### src/rtl/vgachargen_pkg.sv
// Shared vgachargen types and widths: memory port widths, APB decode regions,
// slave FSM states and the glyph-row word select/merge helpers.
package vgachargen_pkg;

  localparam int CH_MAP_ADDR_WIDTH  = 12;
  localparam int CH_MAP_DATA_WIDTH  = 8;
  localparam int COL_MAP_ADDR_WIDTH = 12;
  localparam int COL_MAP_DATA_WIDTH = 8;
  localparam int CH_T_ADDR_WIDTH    = 7;
  localparam int CH_T_DATA_WIDTH    = 128;
  localparam int APB_DATA_WIDTH     = 32;
  localparam int CH_T_WORDS         = CH_T_DATA_WIDTH / APB_DATA_WIDTH;
  localparam int CH_T_SEL_WIDTH     = $clog2(CH_T_WORDS);

  typedef enum logic [1:0] {
    REG_CH_MAP  = 2'b00,
    REG_COL_MAP = 2'b01,
    REG_CH_T    = 2'b10,
    REG_RSVD    = 2'b11
  } region_e;

  typedef enum logic [3:0] {
    IDLE,
    MAP_WR,
    MAP_RD,
    MAP_RESP,
    CHT_RD,
    CHT_LATCH,
    CHT_WR,
    CHT_RESP,
    ERR
  } state_e;

  // Word 0 of a glyph row occupies bits [31:0].
  function automatic logic [CH_T_DATA_WIDTH-1:0] merge_word(
    input logic [CH_T_DATA_WIDTH-1:0] row,
    input logic [CH_T_SEL_WIDTH-1:0]  sel,
    input logic [APB_DATA_WIDTH-1:0]  data
  );
    logic [CH_T_DATA_WIDTH-1:0] res;
    res = row;
    res[sel*APB_DATA_WIDTH +: APB_DATA_WIDTH] = data;
    return res;
  endfunction

  function automatic logic [APB_DATA_WIDTH-1:0] select_word(
    input logic [CH_T_DATA_WIDTH-1:0] row,
    input logic [CH_T_SEL_WIDTH-1:0]  sel
  );
    return row[sel*APB_DATA_WIDTH +: APB_DATA_WIDTH];
  endfunction

endpackage

### src/rtl/apb_vgachargen_decode.sv
// Combinational APB byte-address decoder: region, map index, glyph entry/word
// and the out-of-range flag.
module apb_vgachargen_decode
  import vgachargen_pkg::*;
#(
  parameter int APB_ADDR_WIDTH = 16,
  parameter int MAP_DEPTH      = 2400
) (
  input  logic [APB_ADDR_WIDTH-1:0]    paddr_i,
  output region_e                      region_o,
  output logic [CH_MAP_ADDR_WIDTH-1:0] idx_o,
  output logic [CH_T_ADDR_WIDTH-1:0]   entry_o,
  output logic [CH_T_SEL_WIDTH-1:0]    word_o,
  output logic                         oor_o
);

  localparam logic [CH_MAP_ADDR_WIDTH-1:0] MAP_LIMIT = CH_MAP_ADDR_WIDTH'(MAP_DEPTH);

  always_comb begin
    region_o = region_e'(paddr_i[15:14]);
    idx_o    = paddr_i[13:2];
    entry_o  = paddr_i[10:4];
    word_o   = paddr_i[3:2];
    oor_o    = (paddr_i[1:0] != 2'b00);
    case (region_o)
      REG_CH_MAP, REG_COL_MAP: if (idx_o >= MAP_LIMIT) oor_o = 1'b1;
      REG_CH_T:                if (paddr_i[13:11] != 3'b000) oor_o = 1'b1;
      default:                 oor_o = 1'b1;
    endcase
  end

endmodule

### src/rtl/apb_vgachargen_slave.sv
// APB3 CPU-side port for the vgachargen ch_map, col_map and glyph memories.
// Define APB_VGACHARGEN_SLVERR_EN to report out-of-range accesses on pslverr_o.
module apb_vgachargen_slave
  import vgachargen_pkg::*;
#(
  parameter int APB_ADDR_WIDTH = 16,
  parameter int MAP_DEPTH      = 2400
) (
  input  logic                          clk_i,
  input  logic                          arst_i,
  input  logic                          psel_i,
  input  logic                          penable_i,
  input  logic                          pwrite_i,
  input  logic [APB_ADDR_WIDTH-1:0]     paddr_i,
  input  logic [31:0]                   pwdata_i,
  output logic [31:0]                   prdata_o,
  output logic                          pready_o,
  output logic                          pslverr_o,
  output logic [CH_MAP_ADDR_WIDTH-1:0]  ch_map_addr_o,
  output logic [CH_MAP_DATA_WIDTH-1:0]  ch_map_wdata_o,
  output logic                          ch_map_wen_o,
  input  logic [CH_MAP_DATA_WIDTH-1:0]  ch_map_rdata_i,
  output logic [COL_MAP_ADDR_WIDTH-1:0] col_map_addr_o,
  output logic [COL_MAP_DATA_WIDTH-1:0] col_map_wdata_o,
  output logic                          col_map_wen_o,
  input  logic [COL_MAP_DATA_WIDTH-1:0] col_map_rdata_i,
  output logic [CH_T_ADDR_WIDTH-1:0]    ch_t_rw_addr_o,
  output logic [CH_T_DATA_WIDTH-1:0]    ch_t_rw_wdata_o,
  output logic                          ch_t_rw_wen_o,
  input  logic [CH_T_DATA_WIDTH-1:0]    ch_t_rw_rdata_i
);

  region_e                      dec_region;
  logic [CH_MAP_ADDR_WIDTH-1:0] dec_idx;
  logic [CH_T_ADDR_WIDTH-1:0]   dec_entry;
  logic [CH_T_SEL_WIDTH-1:0]    dec_word;
  logic                         dec_oor;

  state_e                       state_q, state_d;
  region_e                      region_q, region_d;
  logic                         write_q, write_d;
  logic [CH_MAP_ADDR_WIDTH-1:0] idx_q, idx_d;
  logic [CH_T_ADDR_WIDTH-1:0]   entry_q, entry_d;
  logic [CH_T_SEL_WIDTH-1:0]    word_q, word_d;
  logic [31:0]                  wdata_q, wdata_d;
  logic [CH_T_DATA_WIDTH-1:0]   line_q, line_d;

  logic [31:0] prdata_c;
  logic        pready_c;
  logic        pslverr_c;
  logic        ch_map_wen_c;
  logic        col_map_wen_c;
  logic        ch_t_wen_c;

  apb_vgachargen_decode #(
    .APB_ADDR_WIDTH (APB_ADDR_WIDTH),
    .MAP_DEPTH      (MAP_DEPTH)
  ) u_decode (
    .paddr_i  (paddr_i),
    .region_o (dec_region),
    .idx_o    (dec_idx),
    .entry_o  (dec_entry),
    .word_o   (dec_word),
    .oor_o    (dec_oor)
  );

  always_ff @(posedge clk_i or posedge arst_i) begin
    if (arst_i) begin
      state_q  <= IDLE;
      region_q <= REG_CH_MAP;
      write_q  <= 1'b0;
      idx_q    <= '0;
      entry_q  <= '0;
      word_q   <= '0;
      wdata_q  <= '0;
      line_q   <= '0;
    end else begin
      state_q  <= state_d;
      region_q <= region_d;
      write_q  <= write_d;
      idx_q    <= idx_d;
      entry_q  <= entry_d;
      word_q   <= word_d;
      wdata_q  <= wdata_d;
      line_q   <= line_d;
    end
  end

  always_comb begin
    state_d       = state_q;
    region_d      = region_q;
    write_d       = write_q;
    idx_d         = idx_q;
    entry_d       = entry_q;
    word_d        = word_q;
    wdata_d       = wdata_q;
    line_d        = line_q;
    prdata_c      = '0;
    pready_c      = 1'b0;
    pslverr_c     = 1'b0;
    ch_map_wen_c  = 1'b0;
    col_map_wen_c = 1'b0;
    ch_t_wen_c    = 1'b0;

    case (state_q)
      IDLE: begin
        if (psel_i && !penable_i) begin
          region_d = dec_region;
          write_d  = pwrite_i;
          idx_d    = dec_idx;
          entry_d  = dec_entry;
          word_d   = dec_word;
          wdata_d  = pwdata_i;
          if (dec_oor)                   state_d = ERR;
          else if (dec_region == REG_CH_T) state_d = CHT_RD;
          else if (pwrite_i)             state_d = MAP_WR;
          else                           state_d = MAP_RD;
        end
      end
      MAP_WR: begin
        pready_c      = 1'b1;
        ch_map_wen_c  = (region_q == REG_CH_MAP);
        col_map_wen_c = (region_q == REG_COL_MAP);
        state_d       = IDLE;
      end
      MAP_RD: state_d = MAP_RESP;
      MAP_RESP: begin
        pready_c = 1'b1;
        if (region_q == REG_CH_MAP)
          prdata_c = {{(32-CH_MAP_DATA_WIDTH){1'b0}}, ch_map_rdata_i};
        else
          prdata_c = {{(32-COL_MAP_DATA_WIDTH){1'b0}}, col_map_rdata_i};
        state_d = IDLE;
      end
      CHT_RD: state_d = CHT_LATCH;
      CHT_LATCH: begin
        line_d  = ch_t_rw_rdata_i;
        state_d = write_q ? CHT_WR : CHT_RESP;
      end
      CHT_WR: begin
        pready_c   = 1'b1;
        ch_t_wen_c = 1'b1;
        state_d    = IDLE;
      end
      CHT_RESP: begin
        pready_c = 1'b1;
        prdata_c = select_word(line_q, word_q);
        state_d  = IDLE;
      end
      ERR: begin
        pready_c = 1'b1;
`ifdef APB_VGACHARGEN_SLVERR_EN
        pslverr_c = 1'b1;
`endif
        state_d  = IDLE;
      end
      default: state_d = IDLE;
    endcase

    // A master that drops psel mid-transfer abandons it: no response, no new write.
    if (state_q != IDLE && !psel_i) begin
      state_d       = IDLE;
      line_d        = line_q;
      prdata_c      = '0;
      pready_c      = 1'b0;
      pslverr_c     = 1'b0;
      ch_map_wen_c  = 1'b0;
      col_map_wen_c = 1'b0;
      ch_t_wen_c    = 1'b0;
    end
  end

  assign prdata_o        = prdata_c;
  assign pready_o        = pready_c;
  assign pslverr_o       = pslverr_c;
  assign ch_map_addr_o   = idx_q;
  assign ch_map_wdata_o  = wdata_q[CH_MAP_DATA_WIDTH-1:0];
  assign ch_map_wen_o    = ch_map_wen_c;
  assign col_map_addr_o  = idx_q;
  assign col_map_wdata_o = wdata_q[COL_MAP_DATA_WIDTH-1:0];
  assign col_map_wen_o   = col_map_wen_c;
  assign ch_t_rw_addr_o  = entry_q;
  assign ch_t_rw_wdata_o = merge_word(line_q, word_q, wdata_q);
  assign ch_t_rw_wen_o   = ch_t_wen_c;

endmodule

### config.mk
export PLATFORM = sky130hd
export DESIGN_NAME = apb_vgachargen_slave
export DESIGN_NICKNAME = d
export VERILOG_FILES = /design/src/rtl/vgachargen_pkg.sv /design/src/rtl/apb_vgachargen_decode.sv /design/src/rtl/apb_vgachargen_slave.sv
export SDC_FILE = /design/constraint.sdc
export NUM_CORES = 1
export LEC_CHECK = 0
export BUFFER_PORTS_ARGS = -buffer_cell sky130_fd_sc_hd__buf_2
export CORE_MARGIN = 3
export CORE_UTILIZATION = 35
export DETAILED_ROUTE_END_ITERATION = 16
export PLACE_DENSITY = 0.7
export SETUP_SLACK_MARGIN = 0.5
export SLEW_MARGIN = 20
export SYNTH_ARGS = -nofsm -noshare
export SYNTH_HDL_FRONTEND = slang
export SYNTH_HIERARCHICAL = 1
export SYNTH_SLANG_ARGS = --single-unit
export TNS_END_PERCENT = 1
### constraint.sdc
create_clock -name clk_i -period 5.7 [get_ports clk_i]
set_input_delay 0.285 -clock clk_i [delete_from_list [all_inputs] [get_ports clk_i]]
set_output_delay 0.285 -clock clk_i [all_outputs]
set_load 0.05 [all_outputs]
After elaboration in Yosys (flattened, before gate mapping)
Cells that the tools add are included.

Add/subtract/negate cells: 1. Multiply operators: 0. Div/mod/pow operators: 0. Magnitude comparators: 1. Equality and inequality tests: 12. Shift operators: 3. Muxes and demuxes: 22. Bitwise logic cells: 1. Reductions and logical operators: 14.

Operators with widths (count): $bwmux 128 (1); $shift 32x34->128 const A (1); $shiftx 128x8->32 (1); $shiftx 32x34->128 (1); $pmux 32 s2 (1); $neg 7->34 (1); $mux 32 (1); $eq 4x3->1 const B (4); $pmux 4 s4 (1); $ge 12x12->1 const B (1); $mux 4 (3); $mux 1 (11); $eq 4x2->1 const B (2); $mux 8 (1); $reduce_or 5->1 (1); $eq 2x1->1 const B (2); $eq 4x1->1 const B (1); $eq 4x4->1 const B (1); $logic_not 2->1 (2); $logic_not 4->1 (1); $reduce_and 2->1 (2); $reduce_bool 4->1 (1); $mux 3 (1); $ne 3x3->1 const B (1); 9 further kinds (11).

Bits in registers: 188. Latch bits: 0. Bits in writable memories: 0. ROM bits: 0. Bits of input ports: 197. Output and inout bits: 212. Word-level logic and storage cells: 62. Memories: 0.

Longest topological paths before layout
Gate-level depths: netlist of run 1.

Depth after elaboration: 7. Gate-level depth with buffers: 9. Gate-level depth less buffers: 6.

By module
Netlist of run 1, hierarchy kept.

Modules (own cells, without submodules): apb_vgachargen_slave (instances 1, cells each 978, area an instance 10356.2 um^2, sequential area each 4704.5 um^2); apb_vgachargen_decode (instances 1, cells each 30, area an instance 210.2 um^2, sequential area each 0.0 um^2).

Worst setup path before layout of run 1
OpenSTA, ideal clock, no wires.

Path kind: flip-flop to output port. From: register word_q[1]. To: output port ch_t_rw_wdata_o[100]. Data arrival time: 2.816 ns. Data required time: 5.415 ns. Slack: 2.599 ns. Cell stages (with the launch flop): 9. Path buffers: 3. Cells stage by stage: dfrtp_1 -> buf_2 -> buf_1 -> inv_1 -> ha_1 -> nor4b_1 -> clkbuf_1 -> nand2_1 -> o21ai_0.

Longest elaborated chain between the ends: 3. Elaborated cells between the ends (all ways): 4. Those cells by class: add/sub: 1; shift: 2; mux: 1.

RTL lines: from (decl) (RTL line apb_vgachargen_slave.sv:44) `logic [CH_T_SEL_WIDTH-1:0] word_q, word_d;`; from (signal assigned) (RTL line apb_vgachargen_slave.sv:83) `word_q <= word_d;`; $neg 7->34 (*) (RTL line vgachargen_pkg.sv:42) `res[sel*APB_DATA_WIDTH +: APB_DATA_WIDTH] = data;`; $shiftx 32x34->128 or $shift 32x34->128 (tied branches) (RTL line vgachargen_pkg.sv:42); $bwmux 128 (*) (RTL line vgachargen_pkg.sv:42); to (decl) (RTL line apb_vgachargen_slave.sv:28) `output logic [CH_T_DATA_WIDTH-1:0] ch_t_rw_wdata_o,`.

Every way passes the cells marked *; elsewhere a longest branch is shown, timed or not.

Final worst setup path of run 1
From: register word_q[1]. To: output port ch_t_rw_wdata_o[118].

Same word-level chain as after synthesis.

==> reports/qor.yml, run 1 <==
min_period_ns: 3.87
synth_top_area_share_pct: 44.5
core_sq_um: 29200
antenna_found_initial: 3
yosysMostFrequentCell: "dfrtp_1"
yosys-top-cells-count: "dfrtp_1, mux2_2, inv_1"
route.layer.met1.wl_um: 13700
status: "finished clean"
dp.final_hpwl_um: 24200
crit_path_end_kind: "primary output"
fp.dieH_um: 180
syn_inst: 1008
cts_resized: 0
grt_pass1_wl_um: 52900
yosys-top-cells-area: "dfrtp_1, mux2_2, mux4_2"
syn2layout_area_growth_pct: 25.1
cts_buffers: 17
cts_max_path_buffers: 2
rows: 62
cpMaxStageDelayCell: "ha_2"
worstPathMaxFanout: 35
syn_area_sq_um: 10600
dieArea_sq_um: 32300
gp_congestion: 0.912
drc: 0
floorplan.initialDensity_pct: 36.1
vias_per_cell: 5.02
highest-signal-layer: "met4"
postCtsSetupRepairBufs: 0
cp.arrival_ns: 3.59
synth_flop_cell: "dfrtp_1"
port_buffers: 407
vdd_ir_drop_max_v: 0.000181
nets: 1538
ys_seq_area_share_pct: 44.5
synth_edf_count: 0
dpl.cell_count: 1700
relSlewSlack_pct: 37.9
gr-total-overflow: 0
cts_root_buffer: "clkbuf_16"
worst_slew_pin_slew_ns: 0.931
ios: 409
maxCapViolations: 0
dr_wl_met3_um: 2460
postSynthAreaPerCell_sq_um: 10.5
cts_tree: "done"
final-setup-viol-count: 0
die_x_um: 180
synth.yosys.warnings: 6
path_class: "reg2out"
clkSinkCount: 188
path_common_cell: "buf_4"
grt_max_degree: 129
layout-drive-gt1-share_pct: 50.4
synth-seq-cells: 188
fmax_ghz: 0.258
cp_cell_sequence: "buf_4 -> ha_2 -> nor4b_2 -> buf_4 -> nand2_1 -> o21ai_0 -> buf_2"
power_uw: 3850
required_ns: 5.41
ys_types: 36
wl_per_cell_um: 20.0
finalHoldViolCount: 0
h-tree-depth: 4
critPathTopFamily: "buffers and inverters"
async_flop_share_pct: 100
fin_crit_sh_pct: 67.9
rsz0062_at_grt: "false"
drt_iter0_drc: 440
timing.hold.ws_ns: 0.0765
clock_insertion_delay_worst_skew_ns: 0.44
powerDensity_nw_per_um2: 291
yosysTopAreaCell: "dfrtp_1"
antenna_left: 0
wl_met2_um: 17500
drt_first_pass_iters: 4
cp-start-kind: "flip-flop"
grt_use_total_pct: 20.9
slowest_delay_ns: 0.92
grt_pass1_vias: 8936
cts.reportedPaths.clkPinSlew_ns: 0.08
path_buf_inv: 3
p_leak_uw: 0.00656
hold_class: "in2reg"
setup_tns_ns: 0
postCtsHoldBufs: 1
finClkSkew_ns: 0.0130
slew_viol_final: 0
wirelength_um: 34600
syn_nets: 1210
final_cells: 1735
via_count: 8702
## placed cells by master (no fill, tap or decap), drive strengths merged, types with 4 or more instances in the layout
cell type	n
mux2i	8
ha	5
a21oi	5
o21ai	128
bufinv	4
nand2	135
nor2	9
clkbuf	21
buf	419
nor2b	26
o22ai	8
dfrtp	188
mux2	184
inv	143
mux4	32
nor3	6
## state kept, by name (all words and copies together), names as in the netlist
name	count
ch_map_addr_o	12
ch_t_rw_addr_o	7
line_q	128
region_q	2
state_q	4
wdata_q	32
word_q	2
write_q	1
## stage by stage
step	cell area, sq um	util (%)	setup WS, ns
after floorplan	10600	-	2.60
after global placement	12600	43.0	2.29
after detailed placement	12600	43.0	2.23
after CTS	13200	45.2	1.73
after global routing	13200	45.2	1.56
final	13200	45.2	1.83
## cells by family after synthesis
logic type | Yosys count | synth area share [%]
adder cells (fa/ha/maj) | 5 | 0.592
multiplexers | 224 | 28.2
AO/OA/AOI/OAI | 148 | 7.33
buffers and inverters | 253 | 11.4
other | 1 | 0.0355
AND/OR/NAND/NOR | 189 | 7.90
flip-flops | 188 | 44.5
## final timing paths
check	startpoint	endpoint	slack (ns)	depth (start not counted)
max in group asynchronous	arst_i	word_q[1]$_DFFE_PP0P_	3.95	4
worst max register to register	state_q[2]$_DFFE_PP0P_	ch_t_rw_addr_o[0]$_DFFE_PP0P_	3.07	4
min in group asynchronous	arst_i	line_q[90]$_DFFE_PP0P_	0.42	3
worst max-delay path	word_q[1]$_DFFE_PP0P_	ch_t_rw_wdata_o[118]	1.83	7
worst min register to register	ch_t_rw_addr_o[6]$_DFFE_PP0P_	ch_t_rw_addr_o[6]$_DFFE_PP0P_	0.50	1
worst min-delay path	ch_t_rw_rdata_i[12]	line_q[12]$_DFFE_PP0P_	0.08	2
## layer usage
metal  vias up  global-route usage, %
met2       405                   36.7
li1       3966                      -
met3        61                   4.81
met5         -                      0
met1      4270                   25.2
met4         0                   7.55
## cell type report
type	count	area (sq um)
inverter	142	537
clock inverter	10	163
sequential	188	4710
timing repair buffer	420	2160
fill	2799	16000
multi-input combinational	567	4700
tap	384	480
clock buffer	21	460
antenna	3	7.51
## power by group
| group | switching [uW] | leakage (uW) | internal [uW] |
|---|---|---|---|
| logic | 729 | 0.00376 | 295 |
| clock network | 550 | 0.000300 | 759 |
| registers | 102 | 0.00250 | 1410 |
(Power assumes the default switching activity.)
==> inputs of run 2 (changes only) <==
--- a/config.mk
+++ b/config.mk
@@ -9,7 +9,7 @@
 export CORE_MARGIN = 3
 export CORE_UTILIZATION = 35
 export DETAILED_ROUTE_END_ITERATION = 16
-export PLACE_DENSITY = 0.7
+export PLACE_DENSITY = 0.68
 export SETUP_SLACK_MARGIN = 0.5
 export SLEW_MARGIN = 20
 export SYNTH_ARGS = -nofsm -noshare
==> constraint.sdc (replaced) <==
create_clock -name clk_i -period 3.9 [get_ports clk_i]
set_input_delay 0.195 -clock clk_i [delete_from_list [all_inputs] [get_ports clk_i]]
set_output_delay 0.195 -clock clk_i [all_outputs]
set_load 0.05 [all_outputs]
==> run 2 against run 1 <==
- sequential share of layout area is 3.9 points lower
- setup slack worse by 1.2 ns
- register-to-register slack worse by 1.8 ns
- sequential power is 46% higher
- clock skew is 0.0018 ns lower
- critical path depth stayed put
- global-route usage is 1.9 points higher
- clock-buffer cell count is 2 lower
- critical endpoint is now ch_t_rw_wdata_o[20]
==> reports/qor.yml, run 2 (synthesis gave the netlist of run 1 again) <==
status: "finished clean"
cts.reportedPaths.clkPinSlew_ns: 0.07
power_uw: 5710
cts_max_path_buffers: 2
r2r_cells: 4
worstSetupStartpoint: "word_q[0]$_DFFE_PP0P_"
floorplan.initialDensity_pct: 36.1
cpMaxStageDelayCell: "nor4bb_4"
crit_end: "ch_t_rw_wdata_o[20]"
nets: 1703
grt_pass1_wl_um: 58000
clkSinkCount: 188
final.setup.worst_slack_ns: 0.596
finClkSkew_ns: 0.0113
largest_register: "line_q"
hold_class: "in2reg"
grt_use_total_pct: 22.8
critPathTopFamily: "buffers and inverters"
antenna_left: 0
rsz0062_at_grt: "true"
r2r_setup_slack_ns: 1.27
cp-start-kind: "flip-flop"
powerDensity_nw_per_um2: 385
fp.dieH_um: 180
grt_max_degree: 105
mostFrequentLayoutCell: "buf_2"
setup_tns_ns: 0
cp.arrival_ns: 3.11
path_buf_inv: 3
h-tree-depth: 4
clock_insertion_delay_worst_skew_ns: 0.43
worstPathMaxFanout: 15
final_cell_mix: "buf_2, dfrtp_1, dlygate4sd3_1"
wl_per_cell_um: 20.0
drc: 0
gr-total-overflow: 0
cp_cell_sequence: "inv_1 -> ha_2 -> nor4bb_4 -> buf_4 -> nand2_1 -> o21ai_0 -> buf_2"
path_class: "reg2out"
vdd_ir_drop_max_v: 0.000313
die_x_um: 180
timing.rr.end: "wdata_q[0]$_DFFE_PP0P_"
worst_slew_pin_slew_ns: 0.906
cts_buffers: 17
min_period_ns: 3.30
via_count: 9563
core_sq_um: 29200
gp_congestion: 0.905
grt_pass1_vias: 10100
slew_viol_final: 0
dp.final_hpwl_um: 25000
required_ns: 3.70
layout-drive-gt1-share_pct: 45.5
cts_tree: "done"
port_buffers: 407
maxCapViolations: 0
ios: 409
rows: 62
dp_slack_ns: 1.02
cp_num_cells: 7
crit_path_end_kind: "primary output"
largest_reg_flops: 128
slowest_delay_ns: 0.77
syn2layout_area_growth_pct: 40.4
antenna_cells: 0
relSlewSlack_pct: 39.4
drt_first_pass_iters: 5
vias_per_cell: 5.04
p_leak_uw: 0.00726
final-setup-viol-count: 0
wirelength_um: 38000
cts_root_buffer: "clkbuf_16"
fmax_ghz: 0.303
dieArea_sq_um: 32300
worstReg2RegStart: "state_q[1]$_DFFE_PP0P_"
drt_iter0_drc: 589
antenna_found_initial: 1
fin_crit_sh_pct: 84.7
finalHoldViolCount: 0
## run 2: worst min path at each step
stage	cells past startpoint	slack (ns)	end	from
detailed placement	2	0.25	line_q[119]$_DFFE_PP0P_	arst_i
global placement	2	0.25	line_q[119]$_DFFE_PP0P_	arst_i
global route	2	0.0003	line_q[127]$_DFFE_PP0P_	ch_t_rw_rdata_i[127]
CTS	2	0.002	line_q[127]$_DFFE_PP0P_	ch_t_rw_rdata_i[127]
finish	2	0.02	wdata_q[12]$_DFFE_PP0P_	pwdata_i[12]
floorplan	2	0.34	state_q[0]$_DFFE_PP0P_	pwrite_i
## run 2: metal layers
layer,vias to the layer above,GRT usage (%),wire length (um)
li1,4279,-,-
met2,539,40.9,19400
met4,2,8.88,1300
met1,4658,26.1,14300
met5,-,0,7
met3,85,5.56,3010
## run 2: metrics by stage
stage | instance area, sq um | hold WS [ns] | util, % | std cells
finish | 14800 | 0.0230 | 50.7 | 1897
global route | 14800 | 0.000291 | 50.7 | 1897
CTS | 14800 | 0.00189 | 50.6 | 1895
detailed placement | 12600 | 0.249 | 43.2 | 1708
global placement | 12600 | 0.245 | 43.2 | 1708
floorplan | 10600 | 0.343 | - | 1008
## run 2: where the power goes
group          internal, uW  leakage, uW  total [uW]  switching (uW)
logic                   541      0.00446        1670            1130
registers              2060      0.00250        2210             149
clock network          1030     0.000296        1830             801
## run 2: timing repair
action | in CTS | in global routing
setup buffers | 0 | 0
hold endpoints to repair | 175 | 2
hold buffers | 156 | 2
gates resized for setup | 0 | 1
setup endpoints to repair | 0 | 5
## run 2: layout make-up
class	instances	area, sq um
Multi-Input combinational cell	567	4700
Timing Repair Buffer	585	3800
Tap cell	384	480
Sequential cell	188	4710
Clock buffer	19	443
Clock inverter	12	163
Fill cell	2514	14400
Inverter	142	537
## run 2: worst register-to-register path, cell delays in order, from the launching register on
cell and delay, ns:
dfrtp_1 0.50, or4_4 0.55, or3b_4 0.64, buf_4 0.42, mux2_4 0.40
